==> config.mk <==
export PLATFORM = sky130hd
export DESIGN_NAME = iob_ram_2p_asym_ext_mem_flat
export DESIGN_NICKNAME = d
export VERILOG_FILES = /design/src/rtl/iob_ram_2p_asym_ext_mem_pkg.sv /design/src/rtl/iob_ram_2p_asym_ext_mem_if.sv /design/src/rtl/iob_ram_2p_slice.sv /design/src/rtl/iob_ram_2p_asym_ext_mem.sv /design/src/flat_wrapper.sv
export SDC_FILE = /design/constraint.sdc
export NUM_CORES = 1
export LEC_CHECK = 0
export CAP_MARGIN = 10
export CELL_PAD_IN_SITES_DETAIL_PLACEMENT = 0
export CELL_PAD_IN_SITES_GLOBAL_PLACEMENT = 1
export CORE_UTILIZATION = 34
export DETAILED_ROUTE_END_ITERATION = 16
export GPL_ROUTABILITY_DRIVEN = 1
export PLACE_DENSITY_LB_ADDON = 0.1
export SLEW_MARGIN = 20
export SYNTH_ARGS = -nofsm -noshare
export SYNTH_HDL_FRONTEND = slang
export SYNTH_SLANG_ARGS = --single-unit
==> constraint.sdc <==
create_clock -name clk -period 5.3 [get_ports clk]
set_clock_uncertainty 0.1 [all_clocks]
set_input_delay 1.06 -clock clk [delete_from_list [all_inputs] [get_ports clk]]
set_output_delay 1.06 -clock clk [all_outputs]
set_load 0.02 [all_outputs]
==> src/rtl/iob_ram_2p_asym_ext_mem_pkg.sv <==
// Shared types and helpers for the asymmetric-RAM external-memory responder.
package iob_ram_2p_asym_ext_mem_pkg;

  // Controller states: zero-fill in progress, or accepting traffic.
  typedef enum logic [0:0] {
    StInit  = 1'b0,
    StReady = 1'b1
  } state_e;

  // LSB offset of slice p inside a flat bus whose per-slice field is w bits wide.
  function automatic int unsigned slice_lsb(input int unsigned p, input int unsigned w);
    return p * w;
  endfunction

endpackage

==> src/rtl/iob_ram_2p_asym_ext_mem_if.sv <==
// ext_mem_* bundle between an asymmetric RAM wrapper (master) and the responder (slave).
interface iob_ram_2p_asym_ext_mem_if #(
  parameter int unsigned N         = 4,
  parameter int unsigned MINDATA_W = 8,
  parameter int unsigned MINADDR_W = 4
);

  logic [N-1:0]           ext_mem_w_en;
  logic [MINDATA_W*N-1:0] ext_mem_w_data;
  logic [MINADDR_W*N-1:0] ext_mem_w_addr;
  logic                   ext_mem_r_en;
  logic [MINADDR_W*N-1:0] ext_mem_r_addr;
  logic [MINDATA_W*N-1:0] ext_mem_r_data;
  logic                   clear;
  logic                   init_done;
  logic                   wr_drop;

  modport master (
    output ext_mem_w_en, ext_mem_w_data, ext_mem_w_addr,
    output ext_mem_r_en, ext_mem_r_addr, clear,
    input  ext_mem_r_data, init_done, wr_drop
  );

  modport slave (
    input  ext_mem_w_en, ext_mem_w_data, ext_mem_w_addr,
    input  ext_mem_r_en, ext_mem_r_addr, clear,
    output ext_mem_r_data, init_done, wr_drop
  );

endinterface

==> src/rtl/iob_ram_2p_slice.sv <==
// One symmetric register-array slice: one write port, one registered read port.
// IOB_RAM_ASYM_EXT_MEM_BYPASS_EN: same-address write/read in one cycle returns the
// written data (write-first); otherwise read-first with no comparator.
module iob_ram_2p_slice #(
  parameter int unsigned DataW = 8,
  parameter int unsigned AddrW = 4
) (
  input  logic             clk,
  input  logic             rst_n,
  input  logic             flush_i,
  input  logic             wr_en_i,
  input  logic [AddrW-1:0] wr_addr_i,
  input  logic [DataW-1:0] wr_data_i,
  input  logic             rd_en_i,
  input  logic [AddrW-1:0] rd_addr_i,
  output logic [DataW-1:0] rd_data_o
);

  localparam int unsigned Depth = 2 ** AddrW;

  logic [DataW-1:0] mem_q [Depth];
  logic [DataW-1:0] rd_word;
  logic [DataW-1:0] rd_data_q;

`ifdef IOB_RAM_ASYM_EXT_MEM_BYPASS_EN
  assign rd_word = (wr_en_i && (wr_addr_i == rd_addr_i)) ? wr_data_i : mem_q[rd_addr_i];
`else
  assign rd_word = mem_q[rd_addr_i];
`endif

  // Storage array; no reset, the init engine zero-fills it.
  always_ff @(posedge clk) begin
    if (wr_en_i) mem_q[wr_addr_i] <= wr_data_i;
  end

  // Registered read data; flushed to zero whenever the controller is (re)initialising.
  always_ff @(posedge clk) begin
    if (!rst_n) begin
      rd_data_q <= '0;
    end else if (flush_i) begin
      rd_data_q <= '0;
    end else if (rd_en_i) begin
      rd_data_q <= rd_word;
    end
  end

  assign rd_data_o = rd_data_q;

endmodule

==> src/rtl/iob_ram_2p_asym_ext_mem.sv <==
// Responder for the ext_mem_* ports of asymmetric two-port RAM wrappers.
// N independent slices, zero-filled by an init engine after reset or on clear.
// Optional macro IOB_RAM_ASYM_EXT_MEM_BYPASS_EN selects write-first collisions.
module iob_ram_2p_asym_ext_mem
  import iob_ram_2p_asym_ext_mem_pkg::*;
#(
  parameter int unsigned N         = 4,
  parameter int unsigned MINDATA_W = 8,
  parameter int unsigned MINADDR_W = 4
) (
  input logic                          clk,
  input logic                          rst_n,
  iob_ram_2p_asym_ext_mem_if.slave     bus
);

  state_e                 state_q, state_d;
  logic [MINADDR_W-1:0]   cnt_q, cnt_d;
  logic                   init_done_q;
  logic                   wr_drop_q;
  logic                   in_init;
  logic                   flush;
  logic [MINDATA_W*N-1:0] r_data;

  assign in_init = (state_q == StInit);
  // Read registers are zeroed on any edge that lands in INIT.
  assign flush   = (state_d == StInit);

  // Next-state and init-counter logic.
  always_comb begin
    state_d = state_q;
    cnt_d   = cnt_q;
    unique case (state_q)
      StInit: begin
        if (bus.clear) begin
          cnt_d = '0;
        end else if (&cnt_q) begin
          state_d = StReady;
          cnt_d   = '0;
        end else begin
          cnt_d = cnt_q + 1'b1;
        end
      end
      StReady: begin
        if (bus.clear) begin
          state_d = StInit;
          cnt_d   = '0;
        end
      end
      default: begin
        state_d = StInit;
        cnt_d   = '0;
      end
    endcase
  end

  // State, counter and status registers.
  always_ff @(posedge clk) begin
    if (!rst_n) begin
      state_q     <= StInit;
      cnt_q       <= '0;
      init_done_q <= 1'b0;
      wr_drop_q   <= 1'b0;
    end else begin
      state_q     <= state_d;
      cnt_q       <= cnt_d;
      init_done_q <= (state_d == StReady);
      wr_drop_q   <= in_init & (|bus.ext_mem_w_en);
    end
  end

  for (genvar p = 0; p < N; p++) begin : g_slice
    localparam int unsigned DLsb = slice_lsb(p, MINDATA_W);
    localparam int unsigned ALsb = slice_lsb(p, MINADDR_W);

    logic                 wr_en;
    logic [MINADDR_W-1:0] wr_addr;
    logic [MINDATA_W-1:0] wr_data;
    logic                 rd_en;

    // Init engine owns the write port while zero-filling.
    assign wr_en   = in_init | bus.ext_mem_w_en[p];
    assign wr_addr = in_init ? cnt_q : bus.ext_mem_w_addr[ALsb +: MINADDR_W];
    assign wr_data = in_init ? '0 : bus.ext_mem_w_data[DLsb +: MINDATA_W];
    assign rd_en   = ~in_init & bus.ext_mem_r_en;

    iob_ram_2p_slice #(
      .DataW (MINDATA_W),
      .AddrW (MINADDR_W)
    ) u_slice (
      .clk       (clk),
      .rst_n     (rst_n),
      .flush_i   (flush),
      .wr_en_i   (wr_en),
      .wr_addr_i (wr_addr),
      .wr_data_i (wr_data),
      .rd_en_i   (rd_en),
      .rd_addr_i (bus.ext_mem_r_addr[ALsb +: MINADDR_W]),
      .rd_data_o (r_data[DLsb +: MINDATA_W])
    );
  end

  assign bus.ext_mem_r_data = r_data;
  assign bus.init_done      = init_done_q;
  assign bus.wr_drop        = wr_drop_q;

endmodule

==> src/flat_wrapper.sv <==
// flat-port wrapper written by rule: the top's interface ports become plain ports
module iob_ram_2p_asym_ext_mem_flat import iob_ram_2p_asym_ext_mem_pkg::*;
#(
  parameter int unsigned N         = 4,
  parameter int unsigned MINDATA_W = 8,
  parameter int unsigned MINADDR_W = 4
)
  (clk, rst_n, bus_ext_mem_w_en, bus_ext_mem_w_data, bus_ext_mem_w_addr, bus_ext_mem_r_en, bus_ext_mem_r_addr, bus_clear, bus_ext_mem_r_data, bus_init_done, bus_wr_drop);
  iob_ram_2p_asym_ext_mem_if #(.N(N), .MINDATA_W(MINDATA_W), .MINADDR_W(MINADDR_W)) bus_i ();
  input logic clk;
  input logic rst_n;
  input wire logic [$bits(bus_i.ext_mem_w_en)-1:0] bus_ext_mem_w_en;
  input wire logic [$bits(bus_i.ext_mem_w_data)-1:0] bus_ext_mem_w_data;
  input wire logic [$bits(bus_i.ext_mem_w_addr)-1:0] bus_ext_mem_w_addr;
  input wire logic [$bits(bus_i.ext_mem_r_en)-1:0] bus_ext_mem_r_en;
  input wire logic [$bits(bus_i.ext_mem_r_addr)-1:0] bus_ext_mem_r_addr;
  input wire logic [$bits(bus_i.clear)-1:0] bus_clear;
  output wire logic [$bits(bus_i.ext_mem_r_data)-1:0] bus_ext_mem_r_data;
  output wire logic [$bits(bus_i.init_done)-1:0] bus_init_done;
  output wire logic [$bits(bus_i.wr_drop)-1:0] bus_wr_drop;
  assign bus_i.ext_mem_w_en = bus_ext_mem_w_en;
  assign bus_i.ext_mem_w_data = bus_ext_mem_w_data;
  assign bus_i.ext_mem_w_addr = bus_ext_mem_w_addr;
  assign bus_i.ext_mem_r_en = bus_ext_mem_r_en;
  assign bus_i.ext_mem_r_addr = bus_ext_mem_r_addr;
  assign bus_i.clear = bus_clear;
  assign bus_ext_mem_r_data = bus_i.ext_mem_r_data;
  assign bus_init_done = bus_i.init_done;
  assign bus_wr_drop = bus_i.wr_drop;
  iob_ram_2p_asym_ext_mem #(.N(N), .MINDATA_W(MINDATA_W), .MINADDR_W(MINADDR_W)) u_core (.clk(clk), .rst_n(rst_n), .bus(bus_i));
endmodule
==> results.sh, run 1 <==
export IMPL_status="finished clean"
export IMPL_avgSynthCellArea_um2=16.45
export IMPL_synth_seq_cells=550
export IMPL_setup_viol=0
export IMPL_grt_pass1_vias=11667
export IMPL_path_clk_slew_ns=0.06
export IMPL_final_seq_area_um2=16140
export IMPL_grt_max_degree=65
export IMPL_drive_gt1_share_pct=7.776
export IMPL_core_rowCount=92
export IMPL_drc_errors=0
export IMPL_path_buf_inv=1
export IMPL_cp_arrival_ns=2.23
export IMPL_total_power_uw=9101
export IMPL_drt_total_wl_mm=54.70
export IMPL_fillers=5802
export IMPL_core_um2=63080
export IMPL_drtAntennaViolNets=0
export IMPL_synth_area_leaders="edfxtp_1 (71%), mux2i_1 (11%), dfxtp_1 (3.5%)"
export IMPL_cts_setup_buffers=0
export IMPL_hp_start="u_core.g_slice[0].u_slice.rd_data_o[4]$_SDFFE_PN0P_"
export IMPL_synthCells=1322
export IMPL_grt_ovfl_total=0
export IMPL_fin_area_um2=25460
export IMPL_num_vias=11601
export IMPL_relSlewSlack_pct=34.28
export IMPL_setup_tns_ns=0
export IMPL_startpoint_type="register"
export IMPL_cp_max_fo=43
export IMPL_hp_class="register to register"
export IMPL_ys_seq_area_share_pct=74.20
export IMPL_antenna_found_initial=1
export IMPL_place_port_buffers=105
export IMPL_multi_input_comb_area_um2=5184
export IMPL_yosysTopAreaCellShare_pct=70.70
export IMPL_period_share_pct=63.89
export IMPL_drt_iter0_markers=696
export IMPL_use_met1_pct=24.06
export IMPL_synthFlopType="edfxtp_1"
export IMPL_hold_depth=2
export IMPL_fin_crit_ns=3.386
export IMPL_r2r_slack_ns=2.34
export IMPL_peakVddDrop_mv=0.2140
export IMPL_yosys_warnings=0
export IMPL_utilization_pct=40.36
export IMPL_crit_slowest_cell="dfxtp_2"
export IMPL_cts_repair_resized=0
export IMPL_cts_path_max_buffers=3
export IMPL_worstMarginPinSlew_ns=0.9822
export IMPL_critPathMaxStageDelay_ns=0.86
export IMPL_fmax_mhz=295.3
export IMPL_htree_levels=2
export IMPL_rsz0062_at_grt="false"
export IMPL_clkLatencyLatePin_ns=0.61
export IMPL_cts_tree="done"
export IMPL_grt_pass1_wl_mm=79.28
export IMPL_hold_viol_final=0
export IMPL_hold_end="u_core.g_slice[0].u_slice.rd_data_o[4]$_SDFFE_PN0P_"
export IMPL_synth_cell_types=44
export IMPL_drt_pre_antenna_iters=4
export IMPL_syn_to_final_growth_pct=17.07
export IMPL_synth_most_common_cell="edfxtp_1"
export IMPL_synth_nets=1395
export IMPL_wl_per_cell_um=23.50
export IMPL_clockRootBuffer="clkbuf_16"
export IMPL_use_met3_pct=3.417
export IMPL_synth_common_cells="edfxtp_1 (512), mux2i_1 (241), o22ai_1 (88), nor2_1 (78), nand2_1 (42)"
export IMPL_async_flop_share_pct=0
export IMPL_io_pins=106
export IMPL_globalRoute_busiestLayer="met2"
export IMPL_p_per_area_nw_per_um2=357.5
export IMPL_die_x_um=254.9
export IMPL_path_class="register to output port"
export IMPL_required_ns=4.14
export IMPL_drv_slew=0
export IMPL_grt_use_total_pct=16.93
export IMPL_r2r_end="u_core.g_slice[2].u_slice.mem_q[6][3]$_DFFE_PP_"
export IMPL_placed_area_um2=23500
export IMPL_crit_family="flip-flops"
export IMPL_clock_sinks=550
export IMPL_cp_end_kind="output port"
export IMPL_hpwl_mm=35.40
export IMPL_p_leak_uw=0.009230
export IMPL_reg2reg_from="u_core.state_q$_SDFF_PN0_"
export IMPL_max_cap_violations=0
export IMPL_netlist_area_um2=21750
export IMPL_whs_ns=0.3465
export IMPL_start_util_pct=34.48
export IMPL_use_met2_pct=26.51
export IMPL_cts_buffers=60
export IMPL_routabilityCongestion=0.7380
export IMPL_reg2regPathDepth=4
export IMPL_dieHeight_um=254.9
export IMPL_dieArea_um2=64980
export IMPL_synth_edf_count=512
export IMPL_worstPathCellList="clkdlybuf4s50_1"
export IMPL_cts_hold_buffers=0
export IMPL_synth_area_leader_cell="edfxtp_1"
export IMPL_routed_via_density=4.983
export IMPL_layout_nets=1504
[cell families after synthesis]
group           count (synthesis)  share of synthesized area (%)
flops                         550                          74.20
mux                           258                          12.06
simple gates                  228                          5.247
compound gates                209                          6.409
buf+inv                        75                          1.991
xor+xnor                        1                        0.04028
fa+ha+maj                       1                        0.05752
[registers in the layout (all words and copies together), names as in the netlist]
signal,count
u_core.g_slice.u_slice.mem_q,512
u_core.bus.wr_drop,1
u_core.state_q,1
u_core.g_slice.u_slice.rd_data_o,32
u_core.cnt_q,4
[power by group]
part	total [uW]	switching, uW	internal (uW)
Combinational	333	193	140
Clock	4050	1660	2380
Sequential	4720	8.14	4710
[routing by layer]
layer	vias up	part of all wire, %
met5	-	0.024
met4	2	1.6
met3	68	4.3
met2	229	46
met1	5838	48
li1	5464	-
[how the worst max path moves through the flow]
stage                         startpoint                                             endpoint  cells past startpoint
5_1_grt        u_core.state_q$_SDFF_PN0_                                        bus_init_done                      1
4_1_cts        u_core.state_q$_SDFF_PN0_                                        bus_init_done                      1
3_5_place_dp         bus_ext_mem_w_en[3]      u_core.g_slice[3].u_slice.mem_q[0][1]$_DFFE_PP_                      4
6_report       u_core.state_q$_SDFF_PN0_                                        bus_init_done                      1
2_1_floorplan      bus_ext_mem_r_addr[6]  u_core.g_slice[1].u_slice.rd_data_o[7]$_SDFFE_PN0P_                      6
3_3_place_gp         bus_ext_mem_w_en[3]      u_core.g_slice[3].u_slice.mem_q[0][1]$_DFFE_PP_                      4
[cells in the final DEF (no fill, tap or decap), types with 19 or more instances in the layout]
cell | Yosys | layout
a31oi_1 | 19 | 19
and2_1 | 33 | 33
clkbuf_16 | 0 | 61
clkdlybuf4s50_1 | 0 | 101
dfxtp_1 | 38 | 37
edfxtp_1 | 512 | 512
mux2i_1 | 241 | 241
nand2_1 | 42 | 42
nor2_1 | 78 | 78
o21ai_1 | 25 | 25
o22ai_1 | 88 | 88
[cell type report]
class                      count  share of cell area, %
antenna                        3                0.02949
clock inverter                37                  1.283
tap                          846                  4.158
sequential                   550                  63.38
inverter                       8                 0.1179
clock buffer                  73                  6.173
timing repair buffer         114                  4.497
multi-input combinational    697                  20.36
[stage by stage]
stage               setup WS [ns]  instances
CTS                         1.843       2323
detailed placement          1.801       2213
floorplan                   2.928       1322
global placement            1.736       2213
finish                      1.914       2328
global route                1.741       2325
Note: power is estimated with default switching activity, not from simulation.
==> run 2: changes to the inputs <==
==> constraint.sdc (replaced) <==
create_clock -name clk -period 3 [get_ports clk]
set_clock_uncertainty 0.1 [all_clocks]
set_input_delay 0.6 -clock clk [delete_from_list [all_inputs] [get_ports clk]]
set_output_delay 0.6 -clock clk [all_outputs]
set_load 0.02 [all_outputs]
==> run 2 against run 1 <==
  * Final area grew 2.5%
  * Die area is the same
  * Count of clock-buffer cells in the layout grew 5
  * Highest routed layer is now met4
  * Via count grew 2.6%
  * First-iteration DRC count grew 7.5%
  * Non-clock buffer count grew 77
  * Utilization grew 1.0 points
  * Sequential power grew 77%
  * Critical endpoint unchanged
==> results.sh, run 2 (synthesis results as in run 1) <==
export IMPL_status="finished clean"
export IMPL_cp_max_fo=21
export IMPL_start_util_pct=34.48
export IMPL_p_per_area_nw_per_um2=619.7
export IMPL_hpwl_mm=36.73
export IMPL_period_share_pct=93.30
export IMPL_clock_sinks=550
export IMPL_placed_area_um2=24170
export IMPL_dieHeight_um=254.9
export IMPL_cp_end_kind="output port"
export IMPL_worstMarginPinSlew_ns=0.8425
export IMPL_final_common_cell="edfxtp_1"
export IMPL_max_cap_violations=0
export IMPL_grt_pass1_wl_mm=80.07
export IMPL_setup_tns_ns=0
export IMPL_dp_cells=2292
export IMPL_routed_via_density=4.943
export IMPL_io_pins=106
export IMPL_core_rowCount=92
export IMPL_drt_pre_antenna_iters=5
export IMPL_rsz0062_at_grt="false"
export IMPL_syn_to_final_growth_pct=20.04
export IMPL_hold_viol_final=0
export IMPL_antenna_found_initial=0
export IMPL_grt_use_total_pct=17.04
export IMPL_fin_crit_ns=2.799
export IMPL_final_cell_mix="edfxtp_1 (512), mux2i_1 (241), clkdlybuf4s50_1 (101)"
export IMPL_startpoint_type="register"
export IMPL_largest_register_ffs=512
export IMPL_drive_gt1_share_pct=12.50
export IMPL_htree_levels=2
export IMPL_hp_class="register to register"
export IMPL_cts_hold_buffers=0
export IMPL_layout_nets=1581
export IMPL_grt_pass1_vias=12124
export IMPL_critPathMaxStageDelay_ns=0.64
export IMPL_crit_slowest_cell="clkdlybuf4s50_1"
export IMPL_clockRootBuffer="clkbuf_16"
export IMPL_peakVddDrop_mv=0.4234
export IMPL_core_um2=63080
export IMPL_worstPathCellList="buf_4 -> clkdlybuf4s50_1"
export IMPL_drc_errors=0
export IMPL_cts_buffers=60
export IMPL_path_class="register to output port"
export IMPL_crit_family="buffers and inverters"
export IMPL_largest_register="u_core.g_slice.u_slice.mem_q"
export IMPL_drtAntennaViolNets=0
export IMPL_path_buf_inv=2
export IMPL_fin_area_um2=26110
export IMPL_path_clk_slew_ns=0.06
export IMPL_drt_iter0_markers=748
export IMPL_grt_ovfl_total=0
export IMPL_cts_path_max_buffers=3
export IMPL_drt_total_wl_mm=55.14
export IMPL_wl_per_cell_um=22.91
export IMPL_clkLatencyLatePin_ns=0.64
export IMPL_drv_slew=0
export IMPL_p_leak_uw=0.009653
export IMPL_fmax_mhz=357.3
export IMPL_num_vias=11899
export IMPL_r2r_slack_ns=0.34
export IMPL_cp_arrival_ns=2.10
export IMPL_final_cells=2407
export IMPL_relSlewSlack_pct=43.83
export IMPL_dieArea_um2=64980
export IMPL_required_ns=2.30
export IMPL_grt_max_degree=33
export IMPL_die_x_um=254.9
export IMPL_cts_setup_buffers=0
export IMPL_setup_viol=0
export IMPL_place_port_buffers=105
export IMPL_cts_tree="done"
export IMPL_routabilityCongestion=0.7690
[run 2: worst min-delay path: stages (launching register included)]
cell and delay (ns):
dfxtp_1 0.31, nand2_1 0.05, o21ai_1 0.05
[run 2: stage by stage]
stage	utilization [%]	power [uW]	hold slack (ns)	setup slack, ns
after floorplan	-	8864	0.3949	0.8294
after global placement	38.32	9127	0.3409	0.07113
final	41.39	16180	0.3472	0.2010
after global routing	41.38	16690	0.3675	0.09319
after detailed placement	38.32	9127	0.3436	0.08730
after CTS	41.37	16410	0.3514	0.05941
[run 2: metal layers]
| layer | wire (um) | GRT usage (%) | vias up |
|---|---|---|---|
| met1 | 26420 | 23.89 | 5941 |
| met3 | 2081 | 2.664 | 86 |
| li1 | - | - | 5636 |
| met5 | 0 | 0 | - |
| met2 | 25380 | 27.10 | 236 |
| met4 | 1265 | 5.389 | 0 |
[run 2: final cells by class]
class,count,area [um^2]
antenna,1,2.502
timing repair buffer,191,1762
clock buffer,78,1590
sequential,550,16140
fill,5845,36970
inverter,8,30.03
clock inverter,36,335.3
tap,846,1059
multi-input combinational,697,5189
[run 2: path summary, 6_finish.rpt]
check	depth (start not counted)	startpoint	end
setup / recovery	2	u_core.state_q$_SDFF_PN0_	bus_init_done
hold / removal	2	u_core.g_slice[0].u_slice.rd_data_o[6]$_SDFFE_PN0P_	u_core.g_slice[0].u_slice.rd_data_o[6]$_SDFFE_PN0P_
setup reg to reg	4	u_core.cnt_q[3]$_SDFFE_PN0P_	u_core.g_slice[0].u_slice.mem_q[10][0]$_DFFE_PP_
hold reg to reg	2	u_core.g_slice[0].u_slice.rd_data_o[6]$_SDFFE_PN0P_	u_core.g_slice[0].u_slice.rd_data_o[6]$_SDFFE_PN0P_
[run 2: report_power, final]
part	leakage (uW)	total, uW	internal [uW]	switching, uW
Sequential	0.00578	8340	8330	14.1
Clock	0.000939	7220	4240	2980
Combinational	0.00294	618	276	342
Total	0.00965	16200	12800	3340
[run 2: repair_timing]
item	4_1_cts	5_1_grt
setup endpoints to repair	1	40
cloned	0	0
gates resized for setup	1	1
==> run 3: changes to the inputs <==
--- a/config.mk
+++ b/config.mk
@@ -11,8 +11,9 @@
 export CORE_UTILIZATION = 34
 export DETAILED_ROUTE_END_ITERATION = 16
 export GPL_ROUTABILITY_DRIVEN = 1
-export PLACE_DENSITY_LB_ADDON = 0.1
+export PLACE_DENSITY = 0.58
 export SLEW_MARGIN = 20
 export SYNTH_ARGS = -nofsm -noshare
 export SYNTH_HDL_FRONTEND = slang
+export SYNTH_HIERARCHICAL = 1
 export SYNTH_SLANG_ARGS = --single-unit
==> run 3 against run 2 <==
  * Worst setup slack got worse by 0.031 ns
  * Power is 0.35% lower
  * Largest power group unchanged
  * Largest cell class unchanged
  * Clock power about the same
  * Sequential share of layout area shrank 0.31 points
  * Cell count down 9.6%
  * Worst hold slack gained 0.038 ns
  * Synthesized area fell by 0.33%
  * Non-clock buffer count grew 14
  * Wire length decreased by 10%
  * Highest routed layer is now met5
  * Sequential power barely moved
  * Register-to-register slack better by 0.27 ns
==> results.sh, run 3 <==
export IMPL_status="finished clean"
export IMPL_core_um2=63080
export IMPL_startpoint_type="register"
export IMPL_wl_per_cell_um=22.73
export IMPL_synth_seq_cells=550
export IMPL_use_met2_pct=26.19
export IMPL_hpwl_mm=32.12
export IMPL_path_buf_inv=2
export IMPL_worstMarginPinSlew_ns=0.6302
export IMPL_r2r_slack_ns=0.61
export IMPL_cts_repair_resized=0
export IMPL_drive_gt1_share_pct=25.21
export IMPL_drtAntennaViolNets=0
export IMPL_hold_end="u_core/g_slice[1].u_slice/rd_data_o[6]$_SDFFE_PP0P_"
export IMPL_cts_buffers=56
export IMPL_critPathMaxStageDelay_ns=0.64
export IMPL_drt_iter0_markers=646
export IMPL_drt_pre_antenna_iters=5
export IMPL_synthFlopType="edfxtp_1"
export IMPL_rsz0062_at_grt="false"
export IMPL_synth_common_cells="edfxtp_1 (512), mux4_2 (96), nor2_1 (52), dfxtp_1 (38), nand2_1 (37)"
export IMPL_clockRootBuffer="clkbuf_16"
export IMPL_yosys_warnings=6
export IMPL_period_share_pct=94.35
export IMPL_hold_viol_final=0
export IMPL_cts_tree="done"
export IMPL_hp_start="u_core/g_slice[1].u_slice/rd_data_o[6]$_SDFFE_PP0P_"
export IMPL_synth_area_leaders="edfxtp_1 (71%), mux4_2 (10%), dfxtp_1 (3.5%)"
export IMPL_layout_nets=1354
export IMPL_io_pins=106
export IMPL_hp_class="register to register"
export IMPL_routed_via_density=4.891
export IMPL_grt_ovfl_total=0
export IMPL_p_leak_uw=0.009427
export IMPL_place_port_buffers=105
export IMPL_largest_register="u_core/g_slice.u_slice/mem_q"
export IMPL_avgSynthCellArea_um2=20.28
export IMPL_drc_errors=0
export IMPL_yosysTopAreaCellShare_pct=70.93
export IMPL_synth_nets=1142
export IMPL_final_common_cell="edfxtp_1"
export IMPL_num_vias=10639
export IMPL_globalRoute_busiestLayer="met2"
export IMPL_synthCells=1069
export IMPL_routabilityCongestion=0.7361
export IMPL_synth_xor_area_share_pct=0.04041
export IMPL_required_ns=2.30
export IMPL_grt_pass1_wl_mm=73.11
export IMPL_clkLatencyLatePin_ns=0.60
export IMPL_r2r_end="u_core/g_slice[1].u_slice/mem_q[0][2]$_DFFE_PP_"
export IMPL_cts_hold_buffers=0
export IMPL_synth_edf_count=512
export IMPL_synth_top_family_by_area="multiplexers"
export IMPL_htree_levels=2
export IMPL_cp_end_kind="output port"
export IMPL_die_x_um=254.5
export IMPL_reg2reg_from="u_core/bus.init_done$_SDFF_PN0_"
export IMPL_use_met3_pct=2.674
export IMPL_dieArea_um2=64770
export IMPL_cp_max_fo=21
export IMPL_drv_slew=0
export IMPL_use_met1_pct=20.80
export IMPL_fmax_mhz=353.3
export IMPL_grt_pass1_vias=11360
export IMPL_fin_crit_ns=2.830
export IMPL_setup_viol=0
export IMPL_synthAdderAreaFrac_pct=0.05772
export IMPL_dp_cells=2069
export IMPL_synth_simple_area_share_pct=4.901
export IMPL_core_rowCount=92
export IMPL_peakVddDrop_mv=0.4272
export IMPL_crit_slowest_cell="clkdlybuf4s50_1"
export IMPL_ys_seq_area_share_pct=74.44
export IMPL_cts_path_max_buffers=3
export IMPL_netlist_area_um2=21680
export IMPL_drt_total_wl_mm=49.44
export IMPL_async_flop_share_pct=0
export IMPL_num_antenna_cells=0
export IMPL_clock_sinks=550
export IMPL_grt_max_degree=34
export IMPL_p_per_area_nw_per_um2=614.5
export IMPL_reg2regPathDepth=5
export IMPL_cts_setup_buffers=0
export IMPL_synth_cell_types=37
export IMPL_worstPathCellList="buf_4 -> clkdlybuf4s50_1"
export IMPL_max_cap_violations=0
export IMPL_cp_arrival_ns=2.13
export IMPL_start_util_pct=34.36
export IMPL_dieHeight_um=254.5
export IMPL_largest_register_ffs=512
export IMPL_final_cells=2175
export IMPL_grt_use_total_pct=15.56
export IMPL_path_class="register to output port"
export IMPL_setup_tns_ns=0
export IMPL_synth_area_leader_cell="edfxtp_1"
export IMPL_synth_compound_area_share_pct=2.222
export IMPL_fillers=5683
export IMPL_final_cell_mix="edfxtp_1 (512), clkdlybuf4s50_1 (101), mux4_2 (96)"
export IMPL_synthMuxAreaShare_pct=16.81
export IMPL_relSlewSlack_pct=57.99
export IMPL_syn_to_final_growth_pct=21.02
export IMPL_antenna_found_initial=2
export IMPL_hold_depth=2
export IMPL_crit_family="buffers and inverters"
export IMPL_path_clk_slew_ns=0.06
export IMPL_synth_most_common_cell="edfxtp_1"
==> run 3: how the worst max path moves through the flow <==
stage                                                from                                                   to  slack, ns  cells past startpoint
after floorplan           u_core/bus.init_done$_SDFF_PN0_      u_core/g_slice[0].u_slice/mem_q[0][0]$_DFFE_PP_       0.49                      6
after global placement              bus_ext_mem_r_addr[0]  u_core/g_slice[0].u_slice/rd_data_o[5]$_SDFFE_PP0P_       0.27                      6
after detailed placement              bus_ext_mem_w_en[3]      u_core/g_slice[3].u_slice/mem_q[0][7]$_DFFE_PP_       0.28                      5
after CTS                 u_core/bus.init_done$_SDFF_PN0_                                        bus_init_done       0.06                      2
after global routing      u_core/bus.init_done$_SDFF_PN0_                                        bus_init_done      0.007                      2
final                     u_core/bus.init_done$_SDFF_PN0_                                        bus_init_done       0.17                      2
==> run 3: cell type report <==
class | instances | area, um^2 | share of cell area, %
Tap cell | 846 | 1059 | 4.035
Clock buffer | 86 | 1625 | 6.196
Multi-Input combinational cell | 468 | 5228 | 19.93
Sequential cell | 550 | 16140 | 61.51
Clock inverter | 20 | 290.3 | 1.107
Timing Repair Buffer | 205 | 1894 | 7.221
==> run 3: through the flow <==
stage | setup slack [ns] | utilization [%] | power, uW | area, um^2 | hold slack, ns
finish | 0.1695 | 41.59 | 16120 | 26230 | 0.3852
global route | 0.007449 | 41.59 | 16630 | 26230 | 0.4161
CTS | 0.06004 | 41.59 | 16320 | 26230 | 0.3926
detailed placement | 0.2789 | 38.55 | 9114 | 24320 | 0.3776
global placement | 0.2677 | 38.55 | 9111 | 24320 | 0.3781
floorplan | 0.4890 | - | 8867 | 21680 | 0.3716
==> run 3: kinds of logic (layout without fill, tap and decap cells) <==
group                      Yosys count  after routing
AOI/OAI and AO/OA                   72             72
xor gates and xnor gates             1              1
adders and majority gates            1              1
buffers and inverters               51            311
DFF                                550            550
muxes                              194            194
and+or+nand+nor                    200            200
==> run 3: worst min-delay path: stages (launching register included) <==
cell	delay, ns
dfxtp_1	0.33
a2bb2oi_1	0.06
o21ai_1	0.06
==> run 3: layer usage <==
layer	vias to the layer above	share of wire, %
met5	-	0.032
met4	4	1.9
met3	67	3.8
met2	180	50
met1	5568	44
li1	4820	-
==> run 3: where the power goes <==
group,internal (uW),switching (uW),total (uW),leakage (uW)
Clock,4330,2860,7190,0.000933
Sequential,8330,12.6,8340,0.00569
Combinational,323,273,597,0.00281
Total,13000,3140,16100,0.00943
